===== src/rtl/vga_console_writer.sv =====
// Terminal-style character engine: turns a byte stream into graphics-memory
// glyph writes, cursor register updates and bus-driven scroll/clear copies.
module vga_console_writer #(
  parameter int          COLS         = 80,
  parameter int          ROWS         = 60,
  parameter logic [31:0] GM_BASE      = 32'h0000_0000,
  parameter logic [31:0] CUR_EN_ADDR  = 32'h0000_2000,
  parameter logic [31:0] CUR_ROW_ADDR = 32'h0000_2001,
  parameter logic [31:0] CUR_COL_ADDR = 32'h0000_2002
) (
  input  logic        clk_i,
  input  logic        reset_i,
  input  logic        char_valid_i,
  input  logic [7:0]  char_i,
  output logic        char_ready_o,
  output logic        bus_cs_o,
  output logic        bus_we_o,
  output logic [31:0] bus_addr_o,
  output logic [31:0] bus_data_o,
  input  logic [31:0] bus_data_i,
  input  logic        bus_ack_i,
  output logic [7:0]  cursor_row_o,
  output logic [7:0]  cursor_col_o,
  output logic        busy_o
);

  typedef enum logic [2:0] {
    S_INIT, S_IDLE, S_PUT, S_CUR_ROW, S_CUR_COL, S_SCR_RD, S_SCR_WR, S_CLR
  } state_t;

  localparam logic [12:0] COLS13    = 13'(COLS);
  localparam logic [12:0] SCR_LAST  = 13'((ROWS - 1) * COLS - 1);
  localparam logic [12:0] LAST_ROW0 = 13'((ROWS - 1) * COLS);
  localparam logic [12:0] CELL_LAST = 13'(ROWS * COLS - 1);
  localparam logic [7:0]  COL_MAX   = 8'(COLS - 1);
  localparam logic [7:0]  ROW_MAX   = 8'(ROWS - 1);

  state_t      state_q, state_d;
  logic [7:0]  row_q, row_d, col_q, col_d;
  logic [12:0] cnt_q, cnt_d;
  logic [7:0]  ch_q, ch_d;
  logic        bs_q, bs_d;
  logic        cs_q, cs_d, we_q, we_d;
  logic [31:0] addr_q, addr_d, data_q, data_d;

  logic        ack;
  logic        req, req_we;
  logic [31:0] req_addr;
  logic [7:0]  req_byte;
  logic        unused_data_hi;

  assign unused_data_hi = ^bus_data_i[31:8];

  function automatic logic [31:0] gm_addr(input logic [12:0] idx);
    return GM_BASE + {19'd0, idx};
  endfunction

  function automatic logic [12:0] cell_idx(input logic [7:0] r, input logic [7:0] c);
    return 13'(r) * COLS13 + 13'(c);
  endfunction

  // State, cursor, counters and the registered bus request; async reset clears all
  always_ff @(posedge clk_i or posedge reset_i) begin
    if (reset_i) begin
      state_q <= S_INIT;
      row_q   <= '0;
      col_q   <= '0;
      cnt_q   <= '0;
      ch_q    <= '0;
      bs_q    <= 1'b0;
      cs_q    <= 1'b0;
      we_q    <= 1'b0;
      addr_q  <= '0;
      data_q  <= '0;
    end else begin
      state_q <= state_d;
      row_q   <= row_d;
      col_q   <= col_d;
      cnt_q   <= cnt_d;
      ch_q    <= ch_d;
      bs_q    <= bs_d;
      cs_q    <= cs_d;
      we_q    <= we_d;
      addr_q  <= addr_d;
      data_q  <= data_d;
    end
  end

  // Next-state decode: each bus state posts one request, advances on its ack
  always_comb begin
    state_d  = state_q;
    row_d    = row_q;
    col_d    = col_q;
    cnt_d    = cnt_q;
    ch_d     = ch_q;
    bs_d     = bs_q;
    cs_d     = cs_q;
    we_d     = we_q;
    addr_d   = addr_q;
    data_d   = data_q;
    req      = 1'b0;
    req_we   = 1'b1;
    req_addr = '0;
    req_byte = '0;
    ack      = cs_q & bus_ack_i;

    case (state_q)
      S_INIT: begin
        req      = 1'b1;
        req_addr = CUR_EN_ADDR;
        req_byte = 8'd1;
        if (ack) state_d = S_CUR_ROW;
      end
      S_IDLE: begin
        if (char_valid_i) begin
          bs_d = 1'b0;
          if (char_i >= 8'h20 && char_i <= 8'h7E) begin
            ch_d    = char_i;
            state_d = S_PUT;
          end else begin
            case (char_i)
              8'h0A: begin
                col_d = '0;
                if (row_q == ROW_MAX) begin
                  cnt_d   = '0;
                  state_d = S_SCR_RD;
                end else begin
                  row_d   = row_q + 8'd1;
                  state_d = S_CUR_ROW;
                end
              end
              8'h0D: begin
                col_d   = '0;
                state_d = S_CUR_ROW;
              end
              8'h08: begin
                if (col_q != 8'd0) begin
                  col_d   = col_q - 8'd1;
                  ch_d    = 8'h20;
                  bs_d    = 1'b1;
                  state_d = S_PUT;
                end else begin
                  state_d = S_CUR_ROW;
                end
              end
              8'h0C: begin
                row_d   = '0;
                col_d   = '0;
                cnt_d   = '0;
                state_d = S_CLR;
              end
              default: ;
            endcase
          end
        end
      end
      S_PUT: begin
        req      = 1'b1;
        req_addr = gm_addr(cell_idx(row_q, col_q));
        req_byte = ch_q;
        if (ack) begin
          // Backspace already moved the cursor at decode; no advance here
          if (bs_q) begin
            state_d = S_CUR_ROW;
          end else if (col_q != COL_MAX) begin
            col_d   = col_q + 8'd1;
            state_d = S_CUR_ROW;
          end else begin
            col_d = '0;
            if (row_q == ROW_MAX) begin
              cnt_d   = '0;
              state_d = S_SCR_RD;
            end else begin
              row_d   = row_q + 8'd1;
              state_d = S_CUR_ROW;
            end
          end
        end
      end
      S_CUR_ROW: begin
        req      = 1'b1;
        req_addr = CUR_ROW_ADDR;
        req_byte = row_q;
        if (ack) state_d = S_CUR_COL;
      end
      S_CUR_COL: begin
        req      = 1'b1;
        req_addr = CUR_COL_ADDR;
        req_byte = col_q;
        if (ack) state_d = S_IDLE;
      end
      S_SCR_RD: begin
        req      = 1'b1;
        req_we   = 1'b0;
        req_addr = gm_addr(cnt_q + COLS13);
        if (ack) begin
          ch_d    = bus_data_i[7:0];
          state_d = S_SCR_WR;
        end
      end
      S_SCR_WR: begin
        req      = 1'b1;
        req_addr = gm_addr(cnt_q);
        req_byte = ch_q;
        if (ack) begin
          // After the last copy, blank only the bottom row
          if (cnt_q == SCR_LAST) begin
            cnt_d   = LAST_ROW0;
            state_d = S_CLR;
          end else begin
            cnt_d   = cnt_q + 13'd1;
            state_d = S_SCR_RD;
          end
        end
      end
      S_CLR: begin
        req      = 1'b1;
        req_addr = gm_addr(cnt_q);
        req_byte = 8'h20;
        if (ack) begin
          if (cnt_q == CELL_LAST) state_d = S_CUR_ROW;
          else                    cnt_d   = cnt_q + 13'd1;
        end
      end
      default: state_d = S_IDLE;
    endcase

    // Ack closes the transfer; a new one starts only from an idle bus cycle,
    // so the state entered on the ack cycle always sees one cs-low cycle first
    if (ack) begin
      cs_d = 1'b0;
    end else if (req && !cs_q) begin
      cs_d   = 1'b1;
      we_d   = req_we;
      addr_d = req_addr;
      data_d = {24'd0, req_byte};
    end
  end

  assign char_ready_o = (state_q == S_IDLE);
  assign busy_o       = (state_q != S_IDLE) & ~reset_i;
  assign bus_cs_o     = cs_q;
  assign bus_we_o     = we_q;
  assign bus_addr_o   = addr_q;
  assign bus_data_o   = data_q;
  assign cursor_row_o = row_q;
  assign cursor_col_o = col_q;

endmodule


===== config.mk =====
export PLATFORM = sky130hd
export DESIGN_NAME = vga_console_writer
export DESIGN_NICKNAME = d
export VERILOG_FILES = /design/src/rtl/vga_console_writer.sv
export SDC_FILE = /design/constraint.sdc
export NUM_CORES = 1
export LEC_CHECK = 0
export BUFFER_PORTS_ARGS = -buffer_cell sky130_fd_sc_hd__buf_2
export CELL_PAD_IN_SITES_DETAIL_PLACEMENT = 0
export CELL_PAD_IN_SITES_GLOBAL_PLACEMENT = 1
export CORE_AREA = 2 2 144 146
export DETAILED_ROUTE_END_ITERATION = 6
export DIE_AREA = 0 0 146 148
export PLACE_DENSITY = 0.53
export SLEW_MARGIN = 30
export SYNTH_ARGS = -nofsm -noshare
export SYNTH_HDL_FRONTEND = slang
export SYNTH_SLANG_ARGS = --single-unit

===== constraint.sdc =====
create_clock -name clk_i -period 5.8 [get_ports clk_i]
set_input_delay 0.29 -clock clk_i [delete_from_list [all_inputs] [get_ports clk_i]]
set_output_delay 0.29 -clock clk_i [all_outputs]
set_load 0.005 [all_outputs]

==> metrics.cfg <==
[synthesis]
yosysTopAreaCell = dfrtp_1
synth_cell_types = 70
netlist_top_cells_area = dfrtp_1 33%, buf_4 6.3%, ha_1 5.5%
ys_top_cells_by_count = 65 x dfrtp_1, 58 x nor2_1, 54 x o21ai_0
synth_edf_count = 0
ys_ff_latch = 65
synthArstFlopShare = 1.000
synth_area_per_cell_um2 = 8.395
ys_seq_area_frac = 0.3273
synth_cells = 592
synth_top_area_frac = 0.3273
yosysWarnings = 0
synthesis.area_um2 = 4970
synthMostInstantiatedCell = dfrtp_1
synthFlopType = dfrtp_1

[layout]
finish.net_count = 705
nFillCells = 2245
diodes = 0
drive_gt1_frac = 0.1667
final_cells = 912
syn2layout_area_growth_pct = 13.85
fin_area_um2 = 5658
fin_util = 0.2823

[clocking]
cts.repair.resized = 0
root_buffer = clkbuf_16
cts_inserted_buffers = 9
cts.sinks = 65
cts_setup_buffers = 0
clk_pin_slew_ns = 0.06
holdBufCountCts = 0
cts-htree-levels = 3
cts_tree = yes
cts_buffer_depth = 2
clkLatencyLatePin_ns = 0.35

[routing]
viasPerCell = 5.057
avgRoutedWirePerCell_um = 17.63
first_iter_violations = 330
ant_nets = 0
dr.pass1.iters = 5
drc = 0
routed_wl_um = 16080
via_count = 4612

[worst_setup_path]
cp-end-kind = flop
crit_type = flop to flop
crit_top_cell = o31ai_1
cp.required_ns = 6.01
critPathSlowestCell = dfrtp_1
crit_fanout = 9
cpPeakStageDelay_ns = 0.54
cp-endpoint = cursor_col_o[7]
crit_path_start = cursor_col_o[0]
regToRegStartpoint = cursor_col_o[0]
rrSetupSlack_ns = 2.79
cp_data_arrival_time_ns = 3.22
critical_path.startpoint_type = flop
reg2reg_to = cursor_col_o[7]
cp_cell_sequence = inv_1, ha_1, nor2b_1, a311o_1, nor3_1, o211ai_1, buf_4, o31ai_1, o31ai_1
rr_worst_depth = 9

[timing]
setup_viol = 0
final_hold_viol_count = 0
setup_tns_ns = 0
period_needed_ns = 3.007
worst_pin_slew_ns = 0.8201
maxSlewViolCount = 0
fin_crit_sh = 0.5184
finClkSkew_ns = 0.01022
fmax_mhz = 332.6
relSlewSlack = 0.4513
layout_setup_ws_ns = 2.793
rsz0062_at_grt = no

[grt]
antenna_found_initial = 0
grt_most_used_layer = met2
met2_usage = 0.2356
grt_pass1_vias = 4370
use_met1 = 0.2029
grtUsageTotal = 0.1497
grt_start_max_net_pins = 66
grt_pass1_wl_um = 25130
grt_overflow = 0
grt_use_met3 = 0.02963

[place]
gp_congestion = 0.8067
dp_hpwl_um = 11870
place_inst = 896
dp_slack_ns = 2.838
postPlaceCellArea_um2 = 5356
io_buffers = 61

[floorplanning]
top_level_ports = 128
fp-row-count = 52
start_util = 0.2480
core_um2 = 20040
die_area_um2 = 21610
fp.dieH_um = 148
fp.dieW_um = 146

[min_path]
min_path_type = input port to async pin

[power]
ir_drop_v = 0.0001655
leakage_nw = 2.513
powerDensity_nw_per_um2 = 460.0

[run]
cap_violations = 0

[outcome]
outcome = finished, final reports clean

report_power, final:
part	total (mW)	switching, mW	internal, mW	leakage (nW)
Sequential	0.814	0.216	0.598	0.847
Clock	0.563	0.220	0.343	0.142
Combinational	1.23	0.747	0.478	1.52
Total	2.60	1.18	1.42	2.51
metrics by stage:
stage	hold WS (ns)	power (mW)
final	0.1110	2.603
after global routing	0.1679	2.814
after CTS	0.1705	2.629
after detailed placement	0.4647	2.053
after global placement	0.4595	2.037
after floorplan	0.3832	1.628
layout make-up:
class | count | area [um^2] | share of cell area
multi-input cells | 480 | 2993 | 0.5290
flip-flops and latches | 65 | 1627 | 0.2875
repair buffers | 66 | 346.6 | 0.06126
well taps | 270 | 337.8 | 0.05971
clock buffers | 11 | 242.7 | 0.04290
inverters | 15 | 56.30 | 0.009951
clock inverters | 5 | 55.05 | 0.009730
how the worst min path moves through the flow:
stage | start | end | slack, ns | depth (start not counted)
3_5_place_dp | bus_addr_o[1] | bus_addr_o[1] | 0.46 | 2
4_1_cts | bus_ack_i | bus_cs_o | 0.17 | 2
6_report | reset_i | bus_cs_o | 0.11 | 3
2_1_floorplan | bus_ack_i | bus_cs_o | 0.38 | 1
3_3_place_gp | bus_we_o | bus_we_o | 0.46 | 1
5_1_grt | reset_i | ch_q[4] | 0.17 | 3
layout by cell type (no fill, tap or decap), types with 14 or more instances in the layout:
master	count
dfrtp_1	65
buf_2	61
nor2_1	58
o21ai_0	54
nand2_1	47
conb_1	42
a21oi_1	30
ha_1	22
a22o_1	16
o31ai_1	15
nor3_1	15
nand3_1	14
worst max-delay path, delay by kind of cell, from the launching register on:
| kind | cells | cell delay [ns] |
|---|---|---|
| AO/OA/AOI/OAI | 4 | 1.08 |
| AND/OR/NAND/NOR | 2 | 0.54 |
| buffers and inverters | 2 | 0.48 |
| flip-flops | 1 | 0.54 |
| adder cells (fa/ha/maj) | 1 | 0.23 |
state kept, by name, summed over array words and instances (netlist names):
register	flops
bus_we_o	1
ch_q	8
cursor_row_o	8
bs_q	1
bus_data_o	8
state_q	3
bus_cs_o	1
cnt_q	13
cursor_col_o	8
bus_addr_o	14
kinds of logic after synthesis:
family	Yosys count	share of synthesized area
compound gates	192	0.2588
xor+xnor	12	0.02115
fa+ha+maj	24	0.06344
buf+inv	88	0.1027
flops	65	0.3273
mux	10	0.02216
other cells	1	0.0007546
simple gates	200	0.2037
routing by layer:
| metal | vias up | part of all wire |
|---|---|---|
| li1 | 2177 | - |
| met1 | 2255 | 0.46 |
| met2 | 152 | 0.47 |
| met3 | 28 | 0.040 |
| met4 | 0 | 0.026 |
| met5 | - | 0 |
Power figures use the tool's default switching activity.
